==> src/rtl/pipe_stage_reg.sv <==
// pipe_stage_reg: generic elastic pipeline stage register.
//
// Payload is split into a DATA field (kept on flush, useful for debug) and a
// CTRL field (cleared on flush, so a flushed stage emits a NOP bubble).
// SKID=0 gives a single head register with a combinational in_ready.
// SKID=1 adds a second skid entry so in_ready comes straight from a flop.
//
// Optional feature macro: PIPE_STAGE_STATS_EN
//   defined   -> stall_cnt is a saturating count of out_valid & !out_ready cycles
//   undefined -> stall_cnt is tied to zero
//
// Ports:
//   clk        stage clock
//   reset      asynchronous, active-high reset
//   flush      kill all held entries and any input accepted this cycle
//   in_valid   upstream has an entry
//   in_ready   stage can accept an entry
//   in_data    upstream data payload (DATA_W)
//   in_ctrl    upstream control payload (CTRL_W)
//   out_valid  head entry is valid
//   out_ready  downstream accepts the head entry
//   out_data   head data payload (DATA_W)
//   out_ctrl   head control payload, zero whenever out_valid=0 (CTRL_W)
//   occupancy  number of valid entries held (0..2)
//   stall_cnt  stalled-cycle counter (32 bits)
module pipe_stage_reg #(
  parameter int unsigned DATA_W = 64,
  parameter int unsigned CTRL_W = 32,
  parameter int unsigned SKID   = 1
) (
  input  logic              clk,
  input  logic              reset,
  input  logic              flush,
  input  logic              in_valid,
  output logic              in_ready,
  input  logic [DATA_W-1:0] in_data,
  input  logic [CTRL_W-1:0] in_ctrl,
  output logic              out_valid,
  input  logic              out_ready,
  output logic [DATA_W-1:0] out_data,
  output logic [CTRL_W-1:0] out_ctrl,
  output logic [1:0]        occupancy,
  output logic [31:0]       stall_cnt
);

  logic              head_valid_q, head_valid_d;
  logic [DATA_W-1:0] head_data_q, head_data_d;
  logic [CTRL_W-1:0] head_ctrl_q, head_ctrl_d;
  logic              push, pop;

  assign push = in_valid & in_ready;
  assign pop  = head_valid_q & out_ready;

  assign out_valid = head_valid_q;
  assign out_data  = head_data_q;
  // head_ctrl_q is cleared whenever the head goes invalid, so no masking needed.
  assign out_ctrl  = head_ctrl_q;

  always_ff @(posedge clk or posedge reset) begin
    if (reset) begin
      head_valid_q <= 1'b0;
      head_data_q  <= '0;
      head_ctrl_q  <= '0;
    end else begin
      head_valid_q <= head_valid_d;
      head_data_q  <= head_data_d;
      head_ctrl_q  <= head_ctrl_d;
    end
  end

  if (SKID != 0) begin : g_skid
    logic              skb_valid_q, skb_valid_d;
    logic [DATA_W-1:0] skb_data_q, skb_data_d;
    logic [CTRL_W-1:0] skb_ctrl_q, skb_ctrl_d;

    // Registered ready: the stage can always absorb one more entry unless the
    // skid slot is already occupied.
    assign in_ready  = ~skb_valid_q;
    assign occupancy = {1'b0, head_valid_q} + {1'b0, skb_valid_q};

    always_comb begin
      head_valid_d = head_valid_q;
      head_data_d  = head_data_q;
      head_ctrl_d  = head_ctrl_q;
      skb_valid_d  = skb_valid_q;
      skb_data_d   = skb_data_q;
      skb_ctrl_d   = skb_ctrl_q;
      if (flush) begin
        head_valid_d = 1'b0;
        head_ctrl_d  = '0;
        skb_valid_d  = 1'b0;
        skb_ctrl_d   = '0;
        // Data is captured regardless of in_ready so the killed entry stays visible.
        if (in_valid) begin
          head_data_d = in_data;
        end
      end else if (pop && skb_valid_q) begin
        // Skid entry advances; a concurrent accept refills the skid slot.
        head_valid_d = 1'b1;
        head_data_d  = skb_data_q;
        head_ctrl_d  = skb_ctrl_q;
        skb_valid_d  = push;
        if (push) begin
          skb_data_d = in_data;
          skb_ctrl_d = in_ctrl;
        end else begin
          skb_ctrl_d = '0;
        end
      end else if (push && (!head_valid_q || pop)) begin
        head_valid_d = 1'b1;
        head_data_d  = in_data;
        head_ctrl_d  = in_ctrl;
      end else if (push) begin
        skb_valid_d = 1'b1;
        skb_data_d  = in_data;
        skb_ctrl_d  = in_ctrl;
      end else if (pop) begin
        head_valid_d = 1'b0;
        head_ctrl_d  = '0;
      end
    end

    always_ff @(posedge clk or posedge reset) begin
      if (reset) begin
        skb_valid_q <= 1'b0;
        skb_data_q  <= '0;
        skb_ctrl_q  <= '0;
      end else begin
        skb_valid_q <= skb_valid_d;
        skb_data_q  <= skb_data_d;
        skb_ctrl_q  <= skb_ctrl_d;
      end
    end
  end else begin : g_single
    assign in_ready  = ~head_valid_q | out_ready;
    assign occupancy = {1'b0, head_valid_q};

    always_comb begin
      head_valid_d = head_valid_q;
      head_data_d  = head_data_q;
      head_ctrl_d  = head_ctrl_q;
      if (flush) begin
        head_valid_d = 1'b0;
        head_ctrl_d  = '0;
        if (in_valid) begin
          head_data_d = in_data;
        end
      end else if (push) begin
        head_valid_d = 1'b1;
        head_data_d  = in_data;
        head_ctrl_d  = in_ctrl;
      end else if (pop) begin
        head_valid_d = 1'b0;
        head_ctrl_d  = '0;
      end
    end
  end

`ifdef PIPE_STAGE_STATS_EN
  logic [31:0] stall_q;

  // Saturating; deliberately not cleared by flush.
  always_ff @(posedge clk or posedge reset) begin
    if (reset) begin
      stall_q <= '0;
    end else if (head_valid_q && !out_ready && (stall_q != 32'hFFFF_FFFF)) begin
      stall_q <= stall_q + 32'd1;
    end
  end

  assign stall_cnt = stall_q;
`else
  assign stall_cnt = '0;
`endif

endmodule
==> config.mk <==
export PLATFORM = sky130hd
export DESIGN_NAME = pipe_stage_reg
export DESIGN_NICKNAME = d
export VERILOG_FILES = /design/src/rtl/pipe_stage_reg.sv
export SDC_FILE = /design/constraint.sdc
export NUM_CORES = 1
export LEC_CHECK = 0
export CORE_UTILIZATION = 44
export DETAILED_ROUTE_END_ITERATION = 10
export PLACE_DENSITY = 0.88
export SETUP_SLACK_MARGIN = 0.05
export SYNTH_ARGS = -nofsm -noshare
export SYNTH_HDL_FRONTEND = slang
export SYNTH_SLANG_ARGS = --single-unit
==> constraint.sdc <==
create_clock -name clk -period 7.8 [get_ports clk]
set_input_delay 2.34 -clock clk [delete_from_list [all_inputs] [get_ports clk]]
set_output_delay 2.34 -clock clk [all_outputs]
set_load 0.005 [all_outputs]
Word-level counts from Yosys, hierarchy flattened
Index checks and enable logic that the tools add are counted.
{ "totals": {"out_inout_bits": 132, "register_bits": 194, "input_bits": 101, "wordCells": 52} }
{ "classes": {"addsub": 1, "reduce_logical": 11, "n_mux": 26, "eq_ne": 4, "bitwise_logic": 4} }
{ "ops": {"columns": ["cell", "count"], "rows": [
  ["2-to-1 mux 64 bit", 7],
  ["2-to-1 mux 32 bit", 10],
  ["2-to-1 mux 1 bit", 9],
  ["AND reduction 2 bit", 4],
  ["nonzero test 3 bit", 2],
  ["!= test 4 x 2 -> 1 bit (second input constant)", 1],
  ["nonzero test 4 bit", 1],
  ["!= test 3 bit (second input constant)", 1],
  ["adder 1 x 1 -> 2 bit", 1],
  ["AND 1 bit", 2],
  ["logical AND 1 bit", 2],
  ["!= test 2 x 1 -> 1 bit (second input constant)", 1],
  ["!= test 2 bit (second input constant)", 1],
  ["inverter 1 bit", 2],
  ["zero test 1 bit", 1],
  ["logical OR 1 bit", 1]
]} }

Depth between registers and ports, before layout
Gate-level depths: netlist of the first run.
{ "logic_depth": {"depth_word": 6, "mapped_depth": 7, "ltp_nobuf": 4} }

Worst setup path after synthesis of the first run
Ideal clock, no wire load.
{ "synth_path": {"path_kind": "input to register", "start": "input port flush", "end": "register g_skid.skb_data_q[0]", "cell_stages": 4, "slack_ps": 4159, "path_buffers": 2, "setup_ps": 125, "arrival_time_ps": 3516, "required_time_ps": 7675, "cell_sequence": "clkbuf_1 -> nor3_4 -> buf_6 -> mux2_2"} }
{ "synth_between": {"elab_chain_len": 2} }
{ "synth_lines": {"columns": ["item", "line", "rtl"], "rows": [
  ["start, declared", "33", "input logic flush,"],
  ["inverter 1 bit (no line)", null, null],
  ["AND reduction 2 bit (no line)", null, null],
  ["end signal, assigned", "130", "skb_data_q <= skb_data_d;"],
  ["end, declared", "73", "logic [DATA_W-1:0] skb_data_q, skb_data_d;"]
]} }
No other way between the ends.
A chain may end at the register's enable or synchronous reset.

Worst setup path after layout of the first run
{ "layout_path": {"start": "input port flush", "end": "register head_data_q[0] (netlist: out_data[0])"} }
{ "layout_between": {"elab_chain_len": 2} }
{ "layout_lines": {"columns": ["item", "line", "rtl"], "rows": [
  ["!= test 2 x 1 -> 1 bit (no line) or nonzero test 3 bit (tied branches)", null, null],
  ["AND reduction 2 bit (no line)", null, null],
  ["end signal, assigned", "66", "head_data_q <= head_data_d;"],
  ["end, declared", "47", "logic [DATA_W-1:0] head_data_q, head_data_d;"]
]} }
Parallel ways exist; a longest one is shown, timed or not.

==> results.md, run 1 <==
- Design Area, Final: 0.0113 mm2
- Worst reg2reg endpoint: out_data[46]$_DFFE_PP0P_
- ANT cells: 0
- Top Metal Used: met4
- Via Count: 5742
- Fraction of layout cells with a size suffix above 1: 0.265
- Number of flops mapped to enable cells by yosys: 0
- Crit-path max FO: 64
- Register area share after synthesis: 0.560
- Final Critical Period: 4.68 ns
- Post-DP HPWL: 12000 um
- Worst min path class: flip-flop to flip-flop
- Crit path DAT: 4.99 ns
- CP endpoint: out_data[0]$_DFFE_PP0P_
- P_leak: 4.74 nW
- Reg clk slew, reported paths: 0.08 ns
- Worst-Skew Late Latency: 0.42 ns
- M1 WL: 7690 um
- CP Depth: 5
- Ports: 233
- FF+latch count, synth: 194
- Crit-path cells: clkdlybuf4s50_1 > and2b_1 > nand3_4 > mux2_2 > mux2_2
- Slew Limit Fails: 0
- Most instantiated cells after synthesis: 194 x dfrtp_1, 182 x mux2_2, 68 x a21oi_1
- Final worst path period share: 0.600
- Crit. Startpoint: flush
- Rows: 50
- Largest net degree at the start of global routing: 135
- Detailed-route DRC error count: 0
- Worst vdd rail ir drop: 0.141 mV
- Mapped Area: 0.00867 mm2
- Sink Count: 194
- Grt total ovfl: 0
- Post-CTS Hold Buffers: 0
- Vias in the first global route: 6018
- PortBufs: 200
- R2r worst-path depth: 5
- CP max stage delay: 0.71 ns
- Fin Clk Skew: 0.0129 ns
- Critical Path RT: 8.11 ns
- First-pass GRT wire length: 29900 um
- Setup TNS: 0 ns
- Crit. End Element: flip-flop
- DR WL met2: 9260 um
- Post-synth top flop: dfrtp_1
- Synth unique cells: 28
- Asr flop ratio synth: 1.00
- Max Clock Freq: 214 MHz
- H-tree Lvls: 4
- Post-synth top area share: 0.560
- Nets: 968
- Max-cap violations: 0
- Die Wd: 142 um
- Pre-antenna DRT Iters: 4
- Initial DRC Count: 252
- RSZ-0062 raised after global routing: false
- Critical Path Source Type: input pin
- Synth warn: 0
- TritonCTS Buffers: 17
- Most frequent cell after synthesis: dfrtp_1
- Status: complete, no violations
- Setup bufs post-CTS: 0
- Buf+Inv Stages, Crit Path: 1
- PD cells: 231 mW/mm2
- TritonCTS clock tree: yes
- Setup-failing EPs final: 0
- Gr usage total: 0.187
- Routed wire length: 18400 um
- Syn avg cell area: 12.7 um2
- Top cells by area, synth: dfrtp_1 56%, mux2_2 24%, a21oi_1 3.9%, buf_4 3.4%, nand2_1 2.9%
- R2r startpoint: out_valid$_DFFE_PP0P_
- RePlAce Congestion: 0.745
- Root buffer cell: clkbuf_16
- Top Family by Delay on Critical Path: simple AND/OR/NAND/NOR gates
- R2R Setup Slk: 5.24 ns
- Die area: 0.0203 mm2
- Worst slew pin tran: 1.06 ns
- WL per Instance: 16.1 um
- Critical path type: input pin to flip-flop
- Routed wl met3: 1270 um
- Post-CTS sizing: 0
- Slowest CP cell: nand3_4
- Area delta synth->final: 30.4%
- DRT antenna net count: 0
- Relative slew margins: 0.293
- Initial core utilization: 0.456
- Post-Syn Instances: 684
- Initial antenna violation count: 0
- Via-to-Cell Ratio: 5.04
- Die Y-Extent: 142 um
- Core ar.: 0.0190 mm2
- Placed Area: 0.0107 mm2
- Synth area leader: dfrtp_1
- Clk buf depth: 2
- Final Hold Fails: 0
- Most used cell, CP: mux2_2
==> metrics by stage <==
stage               power (mW)  std cells  hold slack [ns]  utilization  setup WS, ns
floorplan                 1.49        715            0.454            -         0.176
global placement          1.71       1107            0.467        0.561          2.72
detailed placement        1.73       1107            0.472        0.561          2.65
CTS                       2.65       1139            0.493        0.594          3.11
global route              2.74       1139            0.505        0.594          2.99
finish                    2.61       1139            0.487        0.594          3.12
==> flip-flops by register name (all words and copies together) (netlist names) <==
signal / count
out_data: 64
out_ctrl: 32
out_valid: 1
g_skid.skb_valid_q: 1
g_skid.skb_data_q: 64
g_skid.skb_ctrl_q: 32
==> where the power goes <==
group          switching, mW  internal, mW  total, mW  leakage [nW]
registers             0.0816          1.17       1.25          2.41
clock network          0.436         0.469      0.906         0.303
logic                  0.164         0.295      0.459          2.03
total                  0.682          1.93       2.61          4.74
==> kinds of logic after synthesis <==
kind of cell | Yosys count | share of synthesized area
fa+ha+maj | 1 | 0.00144
flops | 194 | 0.560
compound gates | 106 | 0.0717
other cells | 1 | 0.000433
buf+inv | 80 | 0.0635
simple gates | 110 | 0.0535
mux | 192 | 0.249
==> layer usage <==
| layer | global-route usage | up-vias |
|---|---|---|
| li1 | - | 2678 |
| met1 | 0.230 | 2883 |
| met2 | 0.325 | 169 |
| met3 | 0.0511 | 12 |
| met4 | 0.0436 | 0 |
| met5 | 0 | - |
==> cells in the final DEF (no fill, tap or decap), types with 2 or more instances in the layout <==
cell type / synthesis / layout
clkdlybuf4s50_1: 0 / 200
nor3_2: 0 / 2
a21oi_1: 68 / 68
nand2_1: 66 / 66
dfrtp_1: 194 / 194
a22oi_1: 31 / 31
inv_8: 0 / 5
clkbuf_16: 0 / 17
inv_1: 4 / 3
clkinv_8: 0 / 6
mux2_2: 182 / 182
nor2_1: 34 / 33
conb_1: 1 / 32
nand2b_1: 2 / 2
mux2_1: 10 / 10
inv_6: 0 / 3
buf_4: 39 / 8
o21ai_0: 2 / 2
==> layout make-up <==
class | count | area, um2
inverter | 4 | 22.5
sequential | 194 | 4850
tap | 260 | 325
timing repair buffer | 208 | 2060
multi-input combinational | 441 | 3410
fill | 1536 | 7720
clock inverter | 15 | 206
clock buffer | 17 | 425
==> worst min path at each step <==
stage	startpoint	to	slack (ns)	cells after the start
2_1_floorplan	g_skid.skb_data_q[33]$_DFFE_PP0P_	g_skid.skb_data_q[33]$_DFFE_PP0P_	0.45	1
3_3_place_gp	g_skid.skb_data_q[40]$_DFFE_PP0P_	g_skid.skb_data_q[40]$_DFFE_PP0P_	0.47	1
3_5_place_dp	g_skid.skb_data_q[35]$_DFFE_PP0P_	g_skid.skb_data_q[35]$_DFFE_PP0P_	0.47	1
4_1_cts	g_skid.skb_data_q[36]$_DFFE_PP0P_	g_skid.skb_data_q[36]$_DFFE_PP0P_	0.49	1
5_1_grt	g_skid.skb_data_q[37]$_DFFE_PP0P_	g_skid.skb_data_q[37]$_DFFE_PP0P_	0.50	1
6_report	g_skid.skb_data_q[36]$_DFFE_PP0P_	g_skid.skb_data_q[36]$_DFFE_PP0P_	0.49	1
(Power assumes the default switching activity.)
==> run 2, diff against run 1 <==
- CORE_UTILIZATION: 44 -> 49
- PLACE_DENSITY: 0.88 -> 0.92
- clock period: 7.8 -> 4.5 ns (I/O delays scaled with it)
==> run 2 against run 1 <==
Sequential share of layout area fell by 0.29 points. Die area fell by 10%. Via count rose by 1.7%. Clock power rose by 71%. Cell count fell by 2.2%. Critical path type unchanged. Clock skew barely moved.
==> results.md, run 2 (synthesis gave the netlist of run 1 again) <==
- Grt total ovfl: 0 (unchanged)
- DRT antenna net count: 0 (unchanged)
- Sink Count: 194 (unchanged)
- Setup TNS: 0 ns (unchanged)
- Worst vdd rail ir drop: 0.252 mV (+78%)
- Critical path type: input pin to flip-flop
- Crit. End Element: flip-flop
- Fin Clk Skew: 0.0126 ns (-0.000273 ns)
- Rows: 48 (-4.0%)
- Final hold slack: 0.492 ns (+0.00478 ns)
- Final worst path period share: 0.714
- Relative slew margins: 0.436 (+0.143)
- Fraction of layout cells with a size suffix above 1: 0.273 (+0.00827)
- Ports: 233 (unchanged)
- PortBufs: 200 (unchanged)
- Final Hold Fails: 0 (unchanged)
- Crit-path max FO: 30 (-53%)
- Initial DRC Count: 288 (+14%)
- Slew Limit Fails: 0 (unchanged)
- Vias in the first global route: 6075 (+0.95%)
- Largest net degree at the start of global routing: 119 (-12%)
- Critical Path RT: 4.81 ns (-3.30 ns)
- DP Cell Count: 1082 (-2.3%)
- Via-to-Cell Ratio: 5.24 (+4.0%)
- Crit path DAT: 3.52 ns (-1.47 ns)
- TritonCTS clock tree: yes
- Max Clock Freq: 311 MHz
- RSZ-0062 raised after global routing: false
- Die Y-Extent: 135 um (-5.2%)
- Commonest non-fill, non-tap cell in the layout: clkdlybuf4s50_1
- Pre-antenna DRT Iters: 5 (+1)
- Via Count: 5838 (+1.7%)
- Post-CTS sizing: 0 (unchanged)
- Final Non-Filler Cells: 1114 (-2.2%)
- First-pass GRT wire length: 30600 um (+2.2%)
- Area delta synth->final: 31.2%
- Initial antenna violation count: 0 (unchanged)
- Commonest non-fill, non-tap cells in the layout: 200 x clkdlybuf4s50_1, 194 x dfrtp_1, 182 x mux2_2
- ANT cells: 0 (unchanged)
- Die Wd: 135 um (-5.2%)
- TritonCTS Buffers: 17 (unchanged)
- Clk buf depth: 2 (unchanged)
- Worst min path class: flip-flop to flip-flop
- WL per Instance: 17.1 um (+5.8%)
- Overall Power: 4.53 mW (+73%)
- Final Critical Period: 3.21 ns
- Reg clk slew, reported paths: 0.07 ns (about the same)
- Status: complete, no violations
- Worst slew pin tran: 0.843 ns (-0.212 ns)
- P_leak: 4.81 nW (+1.4%)
- Initial core utilization: 0.501 (+0.0454)
- Pre-CTS worst setup slack: 0.857 ns (-1.79 ns)
- Detailed-route DRC error count: 0 (unchanged)
- H-tree Lvls: 4 (unchanged)
- Die area: 0.0182 mm2 (-10%)
- Post-CTS Hold Buffers: 0 (unchanged)
- Setup bufs post-CTS: 0 (unchanged)
- Hold path depth: 1 (unchanged)
- Critical Path Source Type: input pin
- Routed wire length: 19000 um (+3.4%)
- Setup-failing EPs final: 0 (unchanged)
- R2r worst-path depth: 5 (unchanged)
- Post-DP HPWL: 12700 um (+6.6%)
- Core ar.: 0.0173 mm2 (-9.1%)
- PD cells: 398 mW/mm2 (+72%)
- RePlAce Congestion: 0.764 (+2.5%)
- Final WS setup: 1.29 ns (-1.83 ns)
- Root buffer cell: clkbuf_16
- Max-cap violations: 0 (unchanged)
- Worst-Skew Late Latency: 0.42 ns (about the same)
- Nets: 978 (+1.0%)
- Gr usage total: 0.214 (+0.0274)
==> run 2: cell count changes in the layout (fill, tap and decap cells not counted) <==
cell / previous run / this run
clkinv_2: 0 / 1
bufinv_16: 1 / 2
inv_8: 5 / 3
inv_6: 3 / 4
clkinv_8: 6 / 0
clkbuf_8: 0 / 1
clkinv_4: 0 / 2
buf_4: 8 / 12
clkinvlp_4: 1 / 3
buf_12: 0 / 6
==> run 2: final cells by class <==
class / count / area, um2
fillers: 1235 / 5920
flip-flops and latches: 194 / 4850
multi-input cells: 441 / 3410
repair buffers: 218 / 2210
clock buffers: 18 / 439
well taps: 225 / 282
clock inverters: 14 / 166
inverters: 4 / 18.8
==> run 2: path summary, 6_finish.rpt <==
check | startpoint | end | slack [ns]
setup / recovery | flush | out_data[31]$_DFFE_PP0P_ | 1.29
hold / removal | g_skid.skb_data_q[33]$_DFFE_PP0P_ | g_skid.skb_data_q[33]$_DFFE_PP0P_ | 0.49
hold reg to reg | g_skid.skb_data_q[33]$_DFFE_PP0P_ | g_skid.skb_data_q[33]$_DFFE_PP0P_ | 0.49
max in group asynchronous | reset | out_data[58]$_DFFE_PP0P_ | 2.53
setup reg to reg | g_skid.skb_valid_q$_DFFE_PP0P_ | out_ctrl[22]$_DFFE_PP0P_ | 2.23
min in group asynchronous | reset | out_ctrl[0]$_DFFE_PP0P_ | 1.40
==> run 2: report_power, final <==
part	internal (mW)	switching, mW	total (mW)
registers	2.02	0.150	2.17
logic	0.519	0.290	0.809
clock network	0.854	0.696	1.55
==> run 2: layer usage <==
layer | vias to the layer above | routed length [um] | track usage | part of all wire
li1 | 2703 | - | - | -
met1 | 2943 | 8050 | 0.268 | 0.42
met2 | 174 | 9510 | 0.364 | 0.50
met3 | 18 | 1220 | 0.0559 | 0.064
met4 | 0 | 222 | 0.0643 | 0.012
met5 | - | 0 | 0 | 0
==> run 2: critical path, stage by stage <==
cell,delay [ns]
clkdlybuf4s50_1,0.39
buf_4,0.18
and2b_1,0.25
nand3_4,0.42
buf_12,0.35
mux2_2,0.28
mux2_2,0.26
==> run 2: through the flow <==
| stage | instance area [um2] | utilization |
|---|---|---|
| after floorplan | 8790 | - |
| after global placement | 10800 | 0.623 |
| after detailed placement | 10800 | 0.623 |
| after CTS | 11400 | 0.658 |
| after global routing | 11400 | 0.658 |
| final | 11400 | 0.658 |
